==> config.mk <==
export PLATFORM = sky130hd
export DESIGN_NAME = alu_result_writeback
export DESIGN_NICKNAME = d
export VERILOG_FILES = /design/src/rtl/alu_result_writeback_pkg.sv /design/src/rtl/alu_result_writeback_sync_fifo.sv /design/src/rtl/alu_result_writeback.sv
export SDC_FILE = /design/constraint.sdc
export NUM_CORES = 1
export LEC_CHECK = 0
export ABC_AREA = 1
export CORE_MARGIN = 8
export CORE_UTILIZATION = 55
export DETAILED_ROUTE_END_ITERATION = 8
export PLACE_DENSITY = 0.92
export SLEW_MARGIN = 0
export SYNTH_ARGS = -nofsm -noshare
export SYNTH_HDL_FRONTEND = slang
export SYNTH_SLANG_ARGS = --single-unit
==> constraint.sdc <==
create_clock -name clk -period 13.6 [get_ports clk]
set_clock_uncertainty 0.15 [all_clocks]
set_input_delay 3.4 -clock clk [delete_from_list [all_inputs] [get_ports clk]]
set_output_delay 3.4 -clock clk [all_outputs]
set_load 0.005 [all_outputs]
==> src/rtl/alu_result_writeback_pkg.sv <==
// alu_result_writeback_pkg: ALU opcodes, writeback select encodings and result entry type.
package alu_result_writeback_pkg;
    localparam logic [4:0] OP_ADD = 5'd0,  OP_SUB = 5'd1,  OP_MUL = 5'd2,  OP_DIV = 5'd3,
                           OP_AND = 5'd4,  OP_OR  = 5'd5,  OP_XOR = 5'd6,  OP_NOR = 5'd7,
                           OP_SLT = 5'd8,  OP_SLL = 5'd9,  OP_SRL = 5'd10, OP_SRA = 5'd11,
                           OP_ROR = 5'd12;
    localparam logic [1:0] WB_GPR = 2'b00, WB_LO = 2'b01, WB_HI = 2'b10;

    // Default-width entry (DATA_W=32, DEST_W=4)
    typedef struct packed {
        logic [63:0] c;
        logic [4:0]  opcode;
        logic [3:0]  dest;
    } res_entry_t;

    function automatic logic is_wide(input logic [4:0] op);
        return (op == OP_MUL) || (op == OP_DIV);
    endfunction
endpackage

==> src/rtl/alu_result_writeback_sync_fifo.sv <==
// sync_fifo: generic DEPTH x WIDTH register FIFO with synchronous clear.
module sync_fifo #(
    parameter int WIDTH = 8,
    parameter int DEPTH = 2
) (
    input  logic             clk,
    input  logic             rst_n,
    input  logic             clr_i,
    input  logic             push_i,
    input  logic             pop_i,
    input  logic [WIDTH-1:0] wdata_i,
    output logic [WIDTH-1:0] rdata_o,
    output logic             full_o,
    output logic             empty_o
);
    localparam int AW = $clog2(DEPTH);
    logic [WIDTH-1:0] mem_q [DEPTH];
    logic [AW-1:0]    wptr_q, rptr_q;
    logic [AW:0]      count_q, count_d;

    assign count_d = count_q + {{AW{1'b0}}, push_i} - {{AW{1'b0}}, pop_i};
    assign full_o  = count_q == (AW+1)'(DEPTH);
    assign empty_o = count_q == '0;
    assign rdata_o = mem_q[rptr_q];

    always_ff @(posedge clk or negedge rst_n) begin
        if (!rst_n) begin
            wptr_q  <= '0;
            rptr_q  <= '0;
            count_q <= '0;
        end else if (clr_i) begin
            wptr_q  <= '0;
            rptr_q  <= '0;
            count_q <= '0;
        end else begin
            if (push_i) wptr_q <= wptr_q + 1'b1;
            if (pop_i) rptr_q <= rptr_q + 1'b1;
            count_q <= count_d;
        end
    end

    // Storage needs no reset: nothing reads it while empty
    always_ff @(posedge clk) begin
        if (push_i && !clr_i) mem_q[wptr_q] <= wdata_i;
    end
endmodule

==> src/rtl/alu_result_writeback.sv <==
// alu_result_writeback: buffers ALU results and drains them to the 32-bit register-file port,
// splitting MUL/DIV results into LO then HI beats.
module alu_result_writeback
    import alu_result_writeback_pkg::*;
#(
    parameter int DATA_W = 32,
    parameter int DEPTH  = 2,
    parameter int DEST_W = 4
) (
    input  logic                clk,
    input  logic                rst_n,
    input  logic                flush,
    input  logic                in_valid,
    output logic                in_ready,
    input  logic [2*DATA_W-1:0] in_c,
    input  logic [4:0]          in_opcode,
    input  logic [DEST_W-1:0]   in_dest,
    output logic                wb_valid,
    input  logic                wb_ready,
    output logic [DATA_W-1:0]   wb_data,
    output logic [1:0]          wb_sel,
    output logic [DEST_W-1:0]   wb_dest,
    output logic                wb_zero,
    output logic                wb_last
);
    typedef struct packed {
        logic [2*DATA_W-1:0] c;
        logic [4:0]          opcode;
        logic [DEST_W-1:0]   dest;
    } entry_t;

    entry_t wdata, head;
    logic   full, empty, push, pop, beat, wide, hi_q, hi_d;

    assign wdata    = '{c: in_c, opcode: in_opcode, dest: in_dest};
    assign in_ready = !full && !flush;
    assign wb_valid = !empty && !flush;
    assign push     = in_valid && in_ready;
    assign beat     = wb_valid && wb_ready;
    assign wide     = is_wide(head.opcode);
    assign pop      = beat && (!wide || hi_q);
    assign hi_d     = flush ? 1'b0 : (beat && wide) ? !hi_q : hi_q;

    sync_fifo #(.WIDTH($bits(entry_t)), .DEPTH(DEPTH)) u_fifo (
        .clk     (clk),
        .rst_n   (rst_n),
        .clr_i   (flush),
        .push_i  (push),
        .pop_i   (pop),
        .wdata_i (wdata),
        .rdata_o (head),
        .full_o  (full),
        .empty_o (empty)
    );

    always_ff @(posedge clk or negedge rst_n) begin
        if (!rst_n) hi_q <= 1'b0;
        else hi_q <= hi_d;
    end

    // Outputs are forced to idle values whenever no beat is presented
    always_comb begin
        wb_data = !wb_valid ? '0 : (wide && hi_q) ? head.c[2*DATA_W-1:DATA_W] : head.c[DATA_W-1:0];
        wb_sel  = !wb_valid ? WB_GPR : !wide ? WB_GPR : hi_q ? WB_HI : WB_LO;
        wb_dest = (wb_valid && !wide) ? head.dest : '0;
        wb_last = wb_valid && (!wide || hi_q);
        wb_zero = wb_data == '0;
    end
endmodule

==> results.py <==
metrics = {
    "yosys": {
        "synthesis.nets": 654,
        "synthDominantCellAreaShare_pct": 67.6,
        "synth-seq-cells": 149,
        "yosysSeqAreaShare_pct": 69.5,
        "synth_top_family_by_area": "simple AND/OR/NAND/NOR gates",
        "syn_area_per_cell_um2": 11.2,
        "syn_inst": 574,
        "synth_top_cell_by_area": "edfxtp_1",
        "netlist_area_mm2": 0.00640,
        "synth_ff_type": "edfxtp_1",
        "synth_area_leaders": "edfxtp_1 68%, nand2_1 10%, nand3_1 5.3%, inv_1 4.5%, a21boi_0 3.0%",
        "synthAdderAreaFrac_pct": 0.391,
        "synthTopCellsByCount": "174 x nand2_1, 144 x edfxtp_1, 76 x inv_1",
        "synth_most_common_cell": "nand2_1",
        "synth-edff-count": 144,
        "synthMuxAreaShare_pct": 0.469,
        "synth_cell_types": 28,
        "synth-simple-area-share_pct": 17.9,
        "postSynth.asyncResetShare_pct": 3.36,
        "yosys_warnings": 0,
        "synth-xor-area-share_pct": 0.274,
        "synth_compound_area_share_pct": 4.16,
    },
    "clock_network": {
        "cts_num_sinks": 149,
        "ctsResizeCount": 0,
        "clock_latency_ps": 410,
        "post-cts-setup-buffer-count": 0,
        "clk_pin_slew_ps": 60,
        "numCtsBuffers": 17,
        "hold_buffers": 0,
        "clockRootBuffer": "clkbuf_16",
        "htreeDepth": 4,
        "cts_tree": "built",
        "cts_buffer_depth": 2,
    },
    "detailed_routing": {
        "wl_um": 15500,
        "viasPerCell": 5.40,
        "dr.pass1.iters": 5,
        "num_vias": 4554,
        "first_iter_violations": 379,
        "avgRoutedWirePerCell_um": 18.4,
        "drc": 0,
        "drtAntennaViolNets": 0,
    },
    "timing": {
        "worst_slew_pin_slew_ps": 1130,
        "hold_ws_ps": 464,
        "setup_slack_ps": 4120,
        "fmax_mhz": 106,
        "max_slew_margin_pct": 24.7,
        "final-hold-violation-count": 0,
        "rsz0062_at_grt": "no",
        "post-route-period-util_pct": 69.7,
        "min_period_ps": 9480,
        "setup_tns_ps": 0,
        "finalSetupViolCount": 0,
        "drv_slew": 0,
    },
    "global_routing": {
        "grt_max_degree": 73,
        "grt-ovfl-total": 0,
        "grt_pass1_wl_um": 23800,
        "first_global_vias": 4856,
        "grt_usage_pct": 20.6,
        "antenna_found_initial": 0,
    },
    "floorplan": {
        "start_util_pct": 56.3,
        "io_pins": 120,
        "die-height_um": 124,
        "dieWidth_um": 124,
        "die-area_mm2": 0.0153,
        "core-area_mm2": 0.0114,
        "rows": 39,
    },
    "pwr": {
        "p_leak_nw": 3.38,
        "p_int_mw": 0.868,
        "p_sw_mw": 0.298,
        "p_clk_share_pct": 37.6,
        "peakVddDrop_v": 0.0000931,
        "powerDensity_mw_per_mm2": 142,
        "seqPwrFrac_pct": 46.7,
        "total_power_mw": 1.17,
        "p_sw_share_pct": 25.6,
        "pwr-share-comb_pct": 15.6,
    },
    "critical_path": {
        "crit_arrival_ps": 5930,
        "critPathMaxFanout": 34,
        "crit_slowest_cell": "clkdlybuf4s50_1",
        "path_common_cell": "nand2_1",
        "required_ps": 10050,
        "reg2reg_from": "u_fifo.rptr_q",
        "cp_cell_sequence": "clkdlybuf4s50_1 > inv_2 > o21ai_2 > inv_2 > nand3_1 > nand2_1 > inv_1 > nand2_1 > nor2_1 > nand2_1 > nor2_1 > clkdlybuf4s50_1",
        "critPathBufInv": 5,
        "r2r_slack_ps": 10630,
        "criticalPathCategory": "input port to output port",
        "reg2reg_depth": 13,
        "worstSetupEndpointType": "output port",
        "critPathLaunchType": "input port",
        "slowest_delay_ps": 570,
        "worstReg2RegEnd": "u_fifo.count_q[1]",
        "cp_top_family": "buffers and inverters",
    },
    "cells_and_area": {
        "multi_input_area_mm2": 0.00150,
        "diodes": 0,
        "register_area_mm2": 0.00445,
        "syn_to_final_growth_pct": 28.1,
        "fin_cells": 843,
        "final_util_pct": 72.1,
        "drive_gt1_share_pct": 6.71,
        "stdcell_area_mm2": 0.00820,
        "final_nets": 767,
        "nFillCells": 786,
    },
    "place": {
        "port_buffers": 118,
        "placed_area_mm2": 0.00764,
        "globalplace.congestion": 0.847,
        "dp.cells": 811,
        "place_ws_ps": 4210,
        "detailed_place_hpwl_um": 9610,
    },
    "min_path": {
        "hold-path-endpoint": "u_fifo.wptr_q",
        "hp-start": "u_fifo.wptr_q",
        "holdPathStages": 1,
        "hold_class": "flop to flop",
    },
    "outcome": {
        "outcome": "complete, no violations",
    },
    "job": {
        "maxCapViolations": 0,
    },
}
==> placed cells by master (no fill, tap or decap) <==
cell type and count:
inv_2 4, bufinv_16 1, or2_1 1, edfxtp_1 144, ha_1 2, mux2i_1 3, clkbuf_1 1, buf_4 4
nand2_4 2, dfrtp_2 1, a21boi_0 26, clkinv_1 1, a21boi_1 1, nand2_1 174, clkinvlp_4 5, nor2_2 1
inv_1 76, nor2_4 2, xnor2_1 1, o21ai_0 3, clkinv_2 1, nand4_1 6, o21ai_2 1, nor2_1 13
dfrtp_1 4, clkbuf_16 17, clkdlybuf4s50_1 118, nand3_1 68, nor3_1 2, inv_6 4, nand2_2 1, clkinv_4 2
a21oi_1 8, nand3_2 1, xor2_1 1
==> kinds of logic (layout without fill, tap and decap cells) <==
| kind of cell | count (synthesis) | in the layout |
|---|---|---|
| and+or+nand+nor | 271 | 271 |
| DFF | 149 | 149 |
| buffers and inverters | 108 | 234 |
| AOI/OAI and AO/OA | 39 | 39 |
| muxes | 3 | 3 |
| adders and majority gates | 2 | 2 |
| xor gates and xnor gates | 2 | 2 |
==> how the worst max path moves through the flow <==
| stage | from | end | cells past startpoint |
|---|---|---|---|
| after floorplan | flush | wb_zero | 11 |
| after global placement | flush | wb_zero | 12 |
| after detailed placement | flush | wb_zero | 10 |
| after CTS | flush | wb_zero | 12 |
| after global routing | flush | wb_zero | 12 |
| final | flush | wb_zero | 12 |
==> flip-flops by register name (all words and copies together), names as in the netlist <==
register        flops
hi_q                1
u_fifo.count_q      2
u_fifo.mem_q      144
u_fifo.rptr_q       1
u_fifo.wptr_q       1
==> area by class of cell <==
type	count	area share, %
flip-flops and latches	149	54.3
multi-input cells	317	18.3
repair buffers	122	14.8
clock buffers	18	5.23
inverters	80	3.66
well taps	143	2.18
clock inverters	14	1.57
==> power groups by stage <==
stage / sequential, mW / combinational (mW) / clock [mW]
detailed placement: 0.554 / 0.182 / 0
global route: 0.547 / 0.200 / 0.461
global placement: 0.552 / 0.175 / 0
CTS: 0.545 / 0.184 / 0.444
floorplan: 0.554 / 0.0941 / 0
finish: 0.545 / 0.182 / 0.439
==> routing by layer <==
metal  track usage, %  up-vias  share of wire [%]
li1                 -     2131                  -
met5                0        -                  0
met1             22.8     2218                 38
met4             10.4        0                2.1
met3             4.31       28                6.0
met2             36.8      177                 54
==> worst register-to-register path, cell delays in order (launching register included) <==
cell	delay [ps]
dfrtp_2	340
buf_4	620
nand2_1	150
nor2_2	130
nand2_2	80
nand2_4	370
nand2_1	130
nand2_1	130
inv_1	60
ha_1	270
inv_1	40
ha_1	200
xor2_1	160
nor2_1	100
(Power assumes the default switching activity.)
